==> config.mk <==
export PLATFORM = sky130hd
export DESIGN_NAME = mem_router
export DESIGN_NICKNAME = d
export VERILOG_FILES = /design/src/rtl/mem_router.sv
export SDC_FILE = /design/constraint.sdc
export NUM_CORES = 1
export LEC_CHECK = 0
export CORE_ASPECT_RATIO = 0.7
export CORE_MARGIN = 2
export CORE_UTILIZATION = 47
export DETAILED_ROUTE_END_ITERATION = 7
export GPL_TIMING_DRIVEN = 1
export PLACE_DENSITY = 0.88
export REMOVE_ABC_BUFFERS = 1
export SYNTH_ARGS = -nofsm -noshare
export SYNTH_HDL_FRONTEND = slang
export SYNTH_SLANG_ARGS = --single-unit
==> constraint.sdc <==
create_clock -name clk -period 10.7 [get_ports clk]
set_clock_uncertainty 0.1 [all_clocks]
set_input_delay 3.21 -clock clk [delete_from_list [all_inputs] [get_ports clk]]
set_output_delay 3.21 -clock clk [all_outputs]
set_load 0.02 [all_outputs]
==> src/rtl/mem_router.sv <==
// mem_router: decodes CPU memory accesses onto N_TGT targets. Fixed targets
// are single-cycle BRAMs (data returns the next cycle, no stall); wait targets
// hold the core until they raise tgt_ack. Unmapped accesses return a one-cycle
// bus-error pulse.
// Optional feature: define MEM_ROUTER_TIMEOUT_EN to abandon a wait target that
// fails to ack within TIMEOUT_CYCLES WAIT cycles (reported as a bus error).
module mem_router #(
    parameter int                           XLEN           = 32,
    parameter int                           N_TGT          = 4,
    parameter int                           REGION_BITS    = 4,
    parameter logic [N_TGT*REGION_BITS-1:0] TGT_BASE       = {4'h3, 4'h2, 4'h1, 4'h4},
    parameter logic [N_TGT-1:0]             TGT_WAIT       = 4'b1000,
    parameter int                           TIMEOUT_CYCLES = 255
) (
    input  logic                  clk,
    input  logic                  rst,
    input  logic                  cpu_req,
    input  logic [3:0]            cpu_we,
    input  logic [XLEN-1:0]       cpu_adr,
    input  logic [XLEN-1:0]       cpu_wdata,
    output logic [XLEN-1:0]       cpu_rdata,
    output logic                  cpu_stall,
    output logic                  cpu_err,
    output logic [N_TGT-1:0]      tgt_sel,
    output logic [4*N_TGT-1:0]    tgt_wea,
    output logic [XLEN-1:0]       tgt_adr,
    output logic [XLEN-1:0]       tgt_wdata,
    input  logic [XLEN*N_TGT-1:0] tgt_rdata,
    input  logic [N_TGT-1:0]      tgt_ack
);

    localparam int IDX_W = (N_TGT > 1) ? $clog2(N_TGT) : 1;

    localparam logic [1:0] S_IDLE = 2'd0;
    localparam logic [1:0] S_WAIT = 2'd1;
    localparam logic [1:0] S_DONE = 2'd2;

    logic [1:0]       r_state;
    logic             r_fix_valid;
    logic [IDX_W-1:0] r_fix_idx;
    logic             r_unmap_err;
    logic [IDX_W-1:0] r_hold_idx;
    logic [XLEN-1:0]  r_hold_adr;
    logic [XLEN-1:0]  r_hold_wdata;
    logic [3:0]       r_hold_we;
    logic [XLEN-1:0]  r_resp;

    logic             w_hit;
    logic [IDX_W-1:0] w_hit_idx;
    logic             w_accept;
    logic             w_acc_hit;
    logic             w_acc_wait;
    logic             w_acc_fix;
    logic             w_acc_unmap;
    logic             w_in_wait;
    logic             w_ack;
    logic             w_timeout;

    // Region decode: scan downward so the lowest matching index is kept.
    always_comb begin
        // NOTE: every always_comb output gets a default first so no path leaves it unassigned (no latch).
        w_hit     = 1'b0;
        w_hit_idx = '0;
        for (int i = N_TGT - 1; i >= 0; i--) begin
            if (cpu_adr[XLEN-1 -: REGION_BITS] == TGT_BASE[i*REGION_BITS +: REGION_BITS]) begin
                w_hit     = 1'b1;
                w_hit_idx = IDX_W'(i);
            end
        end
    end

    // IDLE and DONE both accept a new request; reset blocks acceptance.
    assign w_accept    = rst && cpu_req && ((r_state == S_IDLE) || (r_state == S_DONE));
    assign w_acc_hit   = w_accept && w_hit;
    assign w_acc_wait  = w_acc_hit && TGT_WAIT[w_hit_idx];
    assign w_acc_fix   = w_acc_hit && !TGT_WAIT[w_hit_idx];
    assign w_acc_unmap = w_accept && !w_hit;
    assign w_in_wait   = (r_state == S_WAIT);
    // Only the ack of the held target counts, and only while waiting.
    assign w_ack       = w_in_wait && tgt_ack[r_hold_idx];

`ifdef MEM_ROUTER_TIMEOUT_EN
    localparam int CNT_RAW = $clog2(TIMEOUT_CYCLES + 1);
    localparam int CNT_W   = (CNT_RAW < 8) ? 8 : ((CNT_RAW > 32) ? 32 : CNT_RAW);

    logic [CNT_W-1:0] r_count;

    assign w_timeout = w_in_wait && !w_ack && (r_count == CNT_W'(TIMEOUT_CYCLES));

    // Timeout counter: cleared on entry to WAIT, counts every WAIT cycle.
    always_ff @(posedge clk) begin
        if (!rst) begin
            r_count <= '0;
        end else if (w_acc_wait) begin
            r_count <= '0;
        end else if (w_in_wait) begin
            r_count <= r_count + 1'b1;
        end
    end
`else
    assign w_timeout = 1'b0;
`endif

    // Target-side drive: live CPU request in IDLE/DONE, holding registers in WAIT.
    always_comb begin
        tgt_sel   = '0;
        tgt_wea   = '0;
        tgt_adr   = cpu_adr;
        tgt_wdata = cpu_wdata;
        if (w_in_wait) begin
            tgt_adr   = r_hold_adr;
            tgt_wdata = r_hold_wdata;
            if (!w_timeout) begin
                tgt_sel[r_hold_idx]                 = 1'b1;
                tgt_wea[int'(r_hold_idx)*4 +: 4]    = r_hold_we;
            end
        end else if (w_acc_hit) begin
            tgt_sel[w_hit_idx]              = 1'b1;
            tgt_wea[int'(w_hit_idx)*4 +: 4] = cpu_we;
        end
    end

    // CPU-side response: fixed-target data, wait-target response, or zero.
    always_comb begin
        cpu_stall = w_acc_wait || (w_in_wait && !w_ack && !w_timeout);
        cpu_err   = r_unmap_err || w_timeout;
        cpu_rdata = '0;
        if (r_fix_valid) begin
            cpu_rdata = tgt_rdata[int'(r_fix_idx)*XLEN +: XLEN];
        end else if (r_state == S_DONE) begin
            cpu_rdata = r_resp;
        end
    end

    // FSM and one-cycle response flags.
    always_ff @(posedge clk) begin
        if (!rst) begin
            // NOTE: sequential state is written with <= so every register samples pre-edge values.
            r_state     <= S_IDLE;
            r_fix_valid <= 1'b0;
            r_fix_idx   <= '0;
            r_unmap_err <= 1'b0;
        end else begin
            r_fix_valid <= w_acc_fix;
            r_unmap_err <= w_acc_unmap;
            if (w_acc_fix) begin
                r_fix_idx <= w_hit_idx;
            end
            case (r_state)
                S_IDLE, S_DONE: r_state <= w_acc_wait ? S_WAIT : S_IDLE;
                S_WAIT:         if (w_ack || w_timeout) r_state <= S_DONE;
                default:        r_state <= S_IDLE;
            endcase
        end
    end

    // Holding and response registers for wait-target transactions.
    always_ff @(posedge clk) begin
        if (!rst) begin
            r_hold_idx   <= '0;
            r_hold_adr   <= '0;
            r_hold_wdata <= '0;
            r_hold_we    <= '0;
            r_resp       <= '0;
        end else begin
            if (w_acc_wait) begin
                r_hold_idx   <= w_hit_idx;
                r_hold_adr   <= cpu_adr;
                r_hold_wdata <= cpu_wdata;
                r_hold_we    <= cpu_we;
            end
            if (w_ack) begin
                r_resp <= tgt_rdata[int'(r_hold_idx)*XLEN +: XLEN];
            end else if (w_timeout) begin
                r_resp <= '0;
            end
        end
    end

endmodule

==> results of run 1 <==
## power groups by stage
stage	Combinational [mW]	Clock (mW)	Sequential [mW]
2_1_floorplan	0.0656	0	0.414
3_3_place_gp	0.193	0	0.412
3_5_place_dp	0.196	0	0.412
4_1_cts	0.196	0.338	0.402
5_1_grt	0.208	0.353	0.403
6_report	0.196	0.325	0.402
## through the flow
stage	hold slack (ns)	setup slack, ns	power [mW]	setup TNS (ns)
after floorplan	0.3383	-2.016	0.4795	-4.031
after global placement	0.3451	1.280	0.6046	0
after detailed placement	0.3536	1.247	0.6076	0
after CTS	0.3647	1.226	0.9373	0
after global routing	0.3770	1.026	0.9638	0
final	0.3620	1.186	0.9243	0
## flip-flops by register name (all words and copies together) (netlist names)
name and flops:
r_fix_idx 2, r_resp 32, r_hold_we 4, r_hold_wdata 32, r_state 2, cpu_err 1
r_hold_idx 2, r_fix_valid 1, r_hold_adr 32
## cell usage after synthesis (3+ instances only)
| cell | instances |
|---|---|
| nand3_1 | 8 |
| clkbuf_2 | 3 |
| a21boi_0 | 32 |
| o21a_1 | 32 |
| ha_1 | 9 |
| clkbuf_1 | 44 |
| o2bb2ai_1 | 3 |
| mux2i_1 | 71 |
| nor2b_1 | 5 |
| nand2_1 | 146 |
| o21ai_0 | 76 |
| and3_1 | 34 |
| dfxtp_1 | 108 |
| buf_2 | 15 |
| mux4_2 | 59 |
| inv_1 | 71 |
| nand4_1 | 21 |
| mux4_1 | 6 |
| a22o_1 | 34 |
| buf_6 | 4 |
| buf_4 | 6 |
## cell usage in the layout, fill, tap and decap left out, types with 2 or more instances in the layout
master and count:
a21boi_0 32, inv_1 71, clkinv_4 3, nor2b_1 4, nand2b_1 2, buf_4 11, nor2_1 2, nand2_1 146
a22o_1 34, o2bb2ai_1 3, and3_1 34, clkbuf_16 9, dfxtp_1 106, nand4_1 21, nand3_1 8, ha_1 9
clkdlybuf4s50_1 319, o21a_1 32, o21ai_0 76, inv_8 3, dfxtp_2 2, mux2i_1 71, mux4_2 59, mux4_1 6
## per-layer routing
metal / vias to the layer above / track usage
li1: 3441 / -
met1: 3354 / 0.3378
met2: 329 / 0.4212
met3: 47 / 0.06558
met4: 0 / 0.09061
met5: - / 0
## kinds of logic after synthesis
kind of cell | count (synthesis) | share of synthesized area
buf+inv | 147 | 0.08870
flops | 108 | 0.2909
compound gates | 184 | 0.1678
simple gates | 227 | 0.1419
fa+ha+maj | 9 | 0.01515
mux | 136 | 0.2956
## worst register-to-register path, cell delays in order (launching register included)
cell and delay [ns]:
dfxtp_2 0.32, buf_4 0.55, mux4_2 1.04, and3_1 0.40, o21a_1 0.18
## final cells by class
type	instances	share of cell area
Sequential cell	108	0.1987
Multi-Input combinational cell	556	0.4260
Clock inverter	7	0.006201
Clock buffer	9	0.02067
Inverter	72	0.02480
Timing Repair Buffer	330	0.3006
Tap cell	200	0.02297
## how the worst min path moves through the flow
stage / startpoint / to / slack [ns]
after floorplan: r_hold_adr[0]$_SDFFE_PN0P_ / r_hold_adr[0]$_SDFFE_PN0P_ / 0.34
after global placement: r_hold_adr[6]$_SDFFE_PN0P_ / r_hold_adr[6]$_SDFFE_PN0P_ / 0.35
after detailed placement: r_hold_wdata[24]$_SDFFE_PN0P_ / r_hold_wdata[24]$_SDFFE_PN0P_ / 0.35
after CTS: r_hold_wdata[3]$_SDFFE_PN0P_ / r_hold_wdata[3]$_SDFFE_PN0P_ / 0.36
after global routing: r_hold_wdata[23]$_SDFFE_PN0P_ / r_hold_wdata[23]$_SDFFE_PN0P_ / 0.38
final: r_hold_adr[6]$_SDFFE_PN0P_ / r_hold_adr[6]$_SDFFE_PN0P_ / 0.36
==> results.txt, run 1 <==
Dominant cells by area after synthesis: dfxtp_1 (29%), mux4_2 (18%), mux2i_1 (9.6%)
Most used cell, CP: clkdlybuf4s50_1
First-pass GRT wire length: 34.94 mm
Maximum clock insertion buffer count: 2
Largest net degree at the start of global routing: 131
Clock sinks: 108
Post-synth ARST share: 0
Reg2Reg Capture Point: r_resp[14]$_SDFFE_PN0P_
Sw Ratio: 0.2590
Total gr overflow: 0
Die height: 109.2 um
Crit share post-route: 0.8892
Post-CTS setup buffers: 0
Critical setup path kind: in2out
Instance count on the critical path: 7
Via density: 5.594
CORE AREA: 0.01550 mm2
Critical Path End: tgt_wea[2]
Arrival @ worst endpoint: 6.20 ns
CP startpoint: cpu_adr[28]
Final setup violation count: 0
Comb power frac: 0.213
Post-CTS Resized: 0
Row cnt: 38
Yosys warns: 0
Cell taking the most area after synthesis: dfxtp_1
Max IR drop VDD: 0.07133 mV
Number of CTS-inserted buffers: 9
Post-synth cell types: 40
Global Route Usage Sum: 0.2584
Hold buffers post-CTS: 0
Post-synth top flop: dfxtp_1
Fin util: 0.7029
Initial Util: 0.4796
Pwr Density: 84.84 mW/mm2
DR WL met3: 1.894 mm
H-tree levels: 3
Layout area overhead: 46.57%
Flops & latches, synth: 108
Flop pwr share: 0.435
I/O Buffers: 320
Critical path cell sequence: clkdlybuf4s50_1 > or3b_2 > ha_1 > nor2b_1 > nand4_1 > o21ai_0 > clkdlybuf4s50_1
Clk pwr share: 0.352
Worst setup SP type: input pin
Die width: 154.3 um
Final max-slew violation count: 0
Max Fclk: 105.1 MHz
CP max FO: 15
Avg Inst Size Synth: 9.166 um2
RSZ-0062 raised after global routing: no
R2R depth: 4
Slowest stage delay, CP: 0.67 ns
Worst R2R Setup Slack: 8.01 ns
HPWL Detailed: 16.32 mm
Slew at the pin closest to its max-slew limit: 1.178 ns
M1 WL: 9.427 mm
Final net count: 1289
DRT Pass-1 Iters: 5
Fill cells: 1164
Wire length per cell: 17.54 um
Clk_lat worst skew: 0.34 ns
Tmin final: 9.514 ns
Hold path depth: 2
Final Non-Filler Cells: 1282
Multi-input gate area: 0.004642 mm2
Slew headroom: 0.2037
Req. time, crit path: 7.39 ns
Dpl cell area: 0.01060 mm2
Die ar.: 0.01685 mm2
CTS tree: built
Synth top area share: 0.2909
Number of synthesized flops with an enable pin: 0
Total I/O pin count: 321
Reg-to-Reg Start: r_hold_idx[0]$_SDFFE_PN0P_
Initial antenna violation count: 0
Top sig layer: met4
CTS root buf: clkbuf_16
Type of the worst min-delay path: reg2reg
Slowest CP cell: clkdlybuf4s50_1
Vias in the first global route: 6907
Post-synthesis cell count: 811
Setup crit end kind: output port
GP Congestion: 0.8313
Pleak: 4.524 nW
Post-route cell area: 0.01090 mm2
Final WL: 22.48 mm
Layout cells sized above 1: 0.08595
Initial DRC Count: 480
P_sw: 0.2394 mW
Post-synthesis sequential area ratio: 0.2909
Met2 wire length: 10.55 mm
Inst Count DP: 1266
Delay-heaviest family, CP: buffers and inverters
Synthesized cell area: 0.007433 mm2
Outcome: finished, final reports clean
WP buf/inv: 2
Max-cap violations: 0
Drc violations: 0
Reg area: 0.002165 mm2
Routed Antenna Nets: 0
Antenna diodes: 0
Final Hold Viols: 0
Clock slew at reported path FFs: 0.08 ns
Via count: 7171
Int Pwr: 0.6849 mW
(Power assumes the default switching activity.)
==> inputs of run 2 (changes only) <==
--- a/config.mk
+++ b/config.mk
@@ -12,6 +12,7 @@
 export GPL_TIMING_DRIVEN = 1
 export PLACE_DENSITY = 0.88
 export REMOVE_ABC_BUFFERS = 1
+export SKIP_LAST_GASP = 1
 export SYNTH_ARGS = -nofsm -noshare
 export SYNTH_HDL_FRONTEND = slang
 export SYNTH_SLANG_ARGS = --single-unit
==> constraint.sdc (replaced) <==
create_clock -name clk -period 10.7 [get_ports clk]
set_clock_uncertainty 0.1 [all_clocks]
set_input_delay 1.07 -clock clk [delete_from_list [all_inputs] [get_ports clk]]
set_output_delay 1.07 -clock clk [all_outputs]
set_load 0.1 [all_outputs]
==> results.txt, run 2 (same netlist as run 1, synthesis figures left out) <==
Outcome: finished, final reports clean
Worst R2R Setup Slack: 8.00 ns (about the same)
Critical setup path kind: in2out
Req. time, crit path: 9.53 ns (+2.14 ns)
Layout area overhead: 46.73%
Pwr Density: 94.32 mW/mm2 (+11%)
Initial Util: 0.4796 (unchanged)
Wire length per cell: 17.69 um (+0.85%)
Final Hold Viols: 0 (unchanged)
Max IR drop VDD: 0.08050 mV (+13%)
Final max-slew violation count: 0 (unchanged)
DRT Pass-1 Iters: 5 (unchanged)
Max-cap violations: 0 (unchanged)
Maximum clock insertion buffer count: 2 (unchanged)
Max Fclk: 170.3 MHz (+62%)
Delay-heaviest family, CP: buffers and inverters
Type of the worst min-delay path: reg2reg
First-pass GRT wire length: 35.16 mm (+0.61%)
Final setup violation count: 0 (unchanged)
HPWL Detailed: 16.56 mm (+1.5%)
Post-route cell area: 0.01091 mm2 (+0.10%)
Setup crit end kind: output port
Slowest stage delay, CP: 1.21 ns (+0.54 ns)
Commonest non-fill, non-tap cells in the layout: clkdlybuf4s50_1 (319), nand2_1 (146), dfxtp_1 (106), o21ai_0 (76)
Die width: 154.3 um (unchanged)
Final net count: 1289 (unchanged)
Crit share post-route: 0.5488 (-0.3404)
CORE AREA: 0.01550 mm2 (unchanged)
Clock sinks: 108 (unchanged)
CTS root buf: clkbuf_16
Top flop regs: r_hold_adr (32), r_hold_wdata (32), r_resp (32)
Routed Antenna Nets: 0 (unchanged)
Post-CTS setup buffers: 0 (unchanged)
Worst setup SP type: input pin
Row cnt: 38 (unchanged)
Clk_lat worst skew: 0.34 ns (about the same)
Post-CTS Resized: 0 (unchanged)
Global Route Usage Sum: 0.2596 (+0.001284)
I/O Buffers: 320 (unchanged)
Final WL: 22.67 mm (+0.85%)
Commonest non-fill, non-tap cell in the layout: clkdlybuf4s50_1
Hold buffers post-CTS: 0 (unchanged)
Initial DRC Count: 430 (-10%)
Antenna diodes: 0 (unchanged)
CP max FO: 15 (unchanged)
Dpl cell area: 0.01060 mm2 (unchanged)
Tmin final: 5.872 ns (-3.643 ns)
Die height: 109.2 um (unchanged)
Setup_tns: 0 ns (unchanged)
Drc violations: 0 (unchanged)
H-tree levels: 3 (unchanged)
Clock slew at reported path FFs: 0.07 ns (about the same)
Arrival @ worst endpoint: 4.70 ns (-1.50 ns)
Via density: 5.628 (+0.61%)
Pleak: 4.531 nW (+0.15%)
Total gr overflow: 0 (unchanged)
Slew headroom: 0.2126 (+0.008902)
Vias in the first global route: 7056 (+2.2%)
Layout cells sized above 1: 0.08595 (unchanged)
Slowest CP cell: clkdlybuf4s50_1
Initial antenna violation count: 0 (unchanged)
Number of CTS-inserted buffers: 9 (unchanged)
Largest net degree at the start of global routing: 133 (+1.5%)
Critical path cell sequence: clkdlybuf4s50_1 > or3b_2 > ha_1 > nor2b_1 > nand4_1 > o21ai_0 > clkdlybuf4s50_1
Slew at the pin closest to its max-slew limit: 1.165 ns (-0.01317 ns)
RSZ-0062 raised after global routing: no
Via count: 7215 (+0.61%)
CTS tree: built
Die ar.: 0.01685 mm2 (unchanged)
WP buf/inv: 2 (unchanged)
Most used cell, CP: clkdlybuf4s50_1
GP Congestion: 0.8269 (-0.53%)
Total I/O pin count: 321 (unchanged)
## run 2: final timing paths
check	start	to	depth (start not counted)
min reg2reg	r_hold_adr[12]$_SDFFE_PN0P_	r_hold_adr[12]$_SDFFE_PN0P_	2
max reg2reg	r_hold_idx[0]$_SDFFE_PN0P_	r_resp[3]$_SDFFE_PN0P_	4
max	cpu_adr[28]	tgt_wea[0]	7
min	r_hold_adr[12]$_SDFFE_PN0P_	r_hold_adr[12]$_SDFFE_PN0P_	2
## run 2: area by class of cell
type | instances | area, um2
inverter | 72 | 270.3
tap | 200 | 250.2
multi-input combinational | 556 | 4642
timing repair buffer | 330 | 3276
sequential | 108 | 2165
fill | 1199 | 4593
clock inverter | 7 | 78.83
clock buffer | 9 | 225.2
## run 2: metal layers
| metal | part of all wire | GRT usage |
|---|---|---|
| met2 | 0.48 | 0.4420 |
| met3 | 0.080 | 0.07313 |
| met1 | 0.42 | 0.3270 |
| met5 | 0 | 0 |
| met4 | 0.020 | 0.07341 |
## run 2: worst reg2reg max path: stages (launching register included)
cell,delay (ns)
dfxtp_2,0.33
buf_4,0.57
mux4_2,1.02
and3_1,0.40
o21a_1,0.19
## run 2: stage by stage
stage	instances	total power, mW	hold slack [ns]	util	worst slack (ns)
floorplan	736	0.5735	0.3383	-	0.1842
global placement	1266	0.6986	0.3454	0.6840	4.964
detailed placement	1266	0.7020	0.3520	0.6840	4.935
CTS	1282	1.039	0.3626	0.7037	4.920
global route	1282	1.066	0.3753	0.7037	4.735
finish	1282	1.029	0.3612	0.7037	4.828
## run 2: power by group
group | switching, mW | leakage [nW] | total, mW | internal [mW]
registers | 0.000292 | 0.871 | 0.402 | 0.402
logic | 0.173 | 3.51 | 0.291 | 0.118
clock network | 0.168 | 0.148 | 0.335 | 0.167
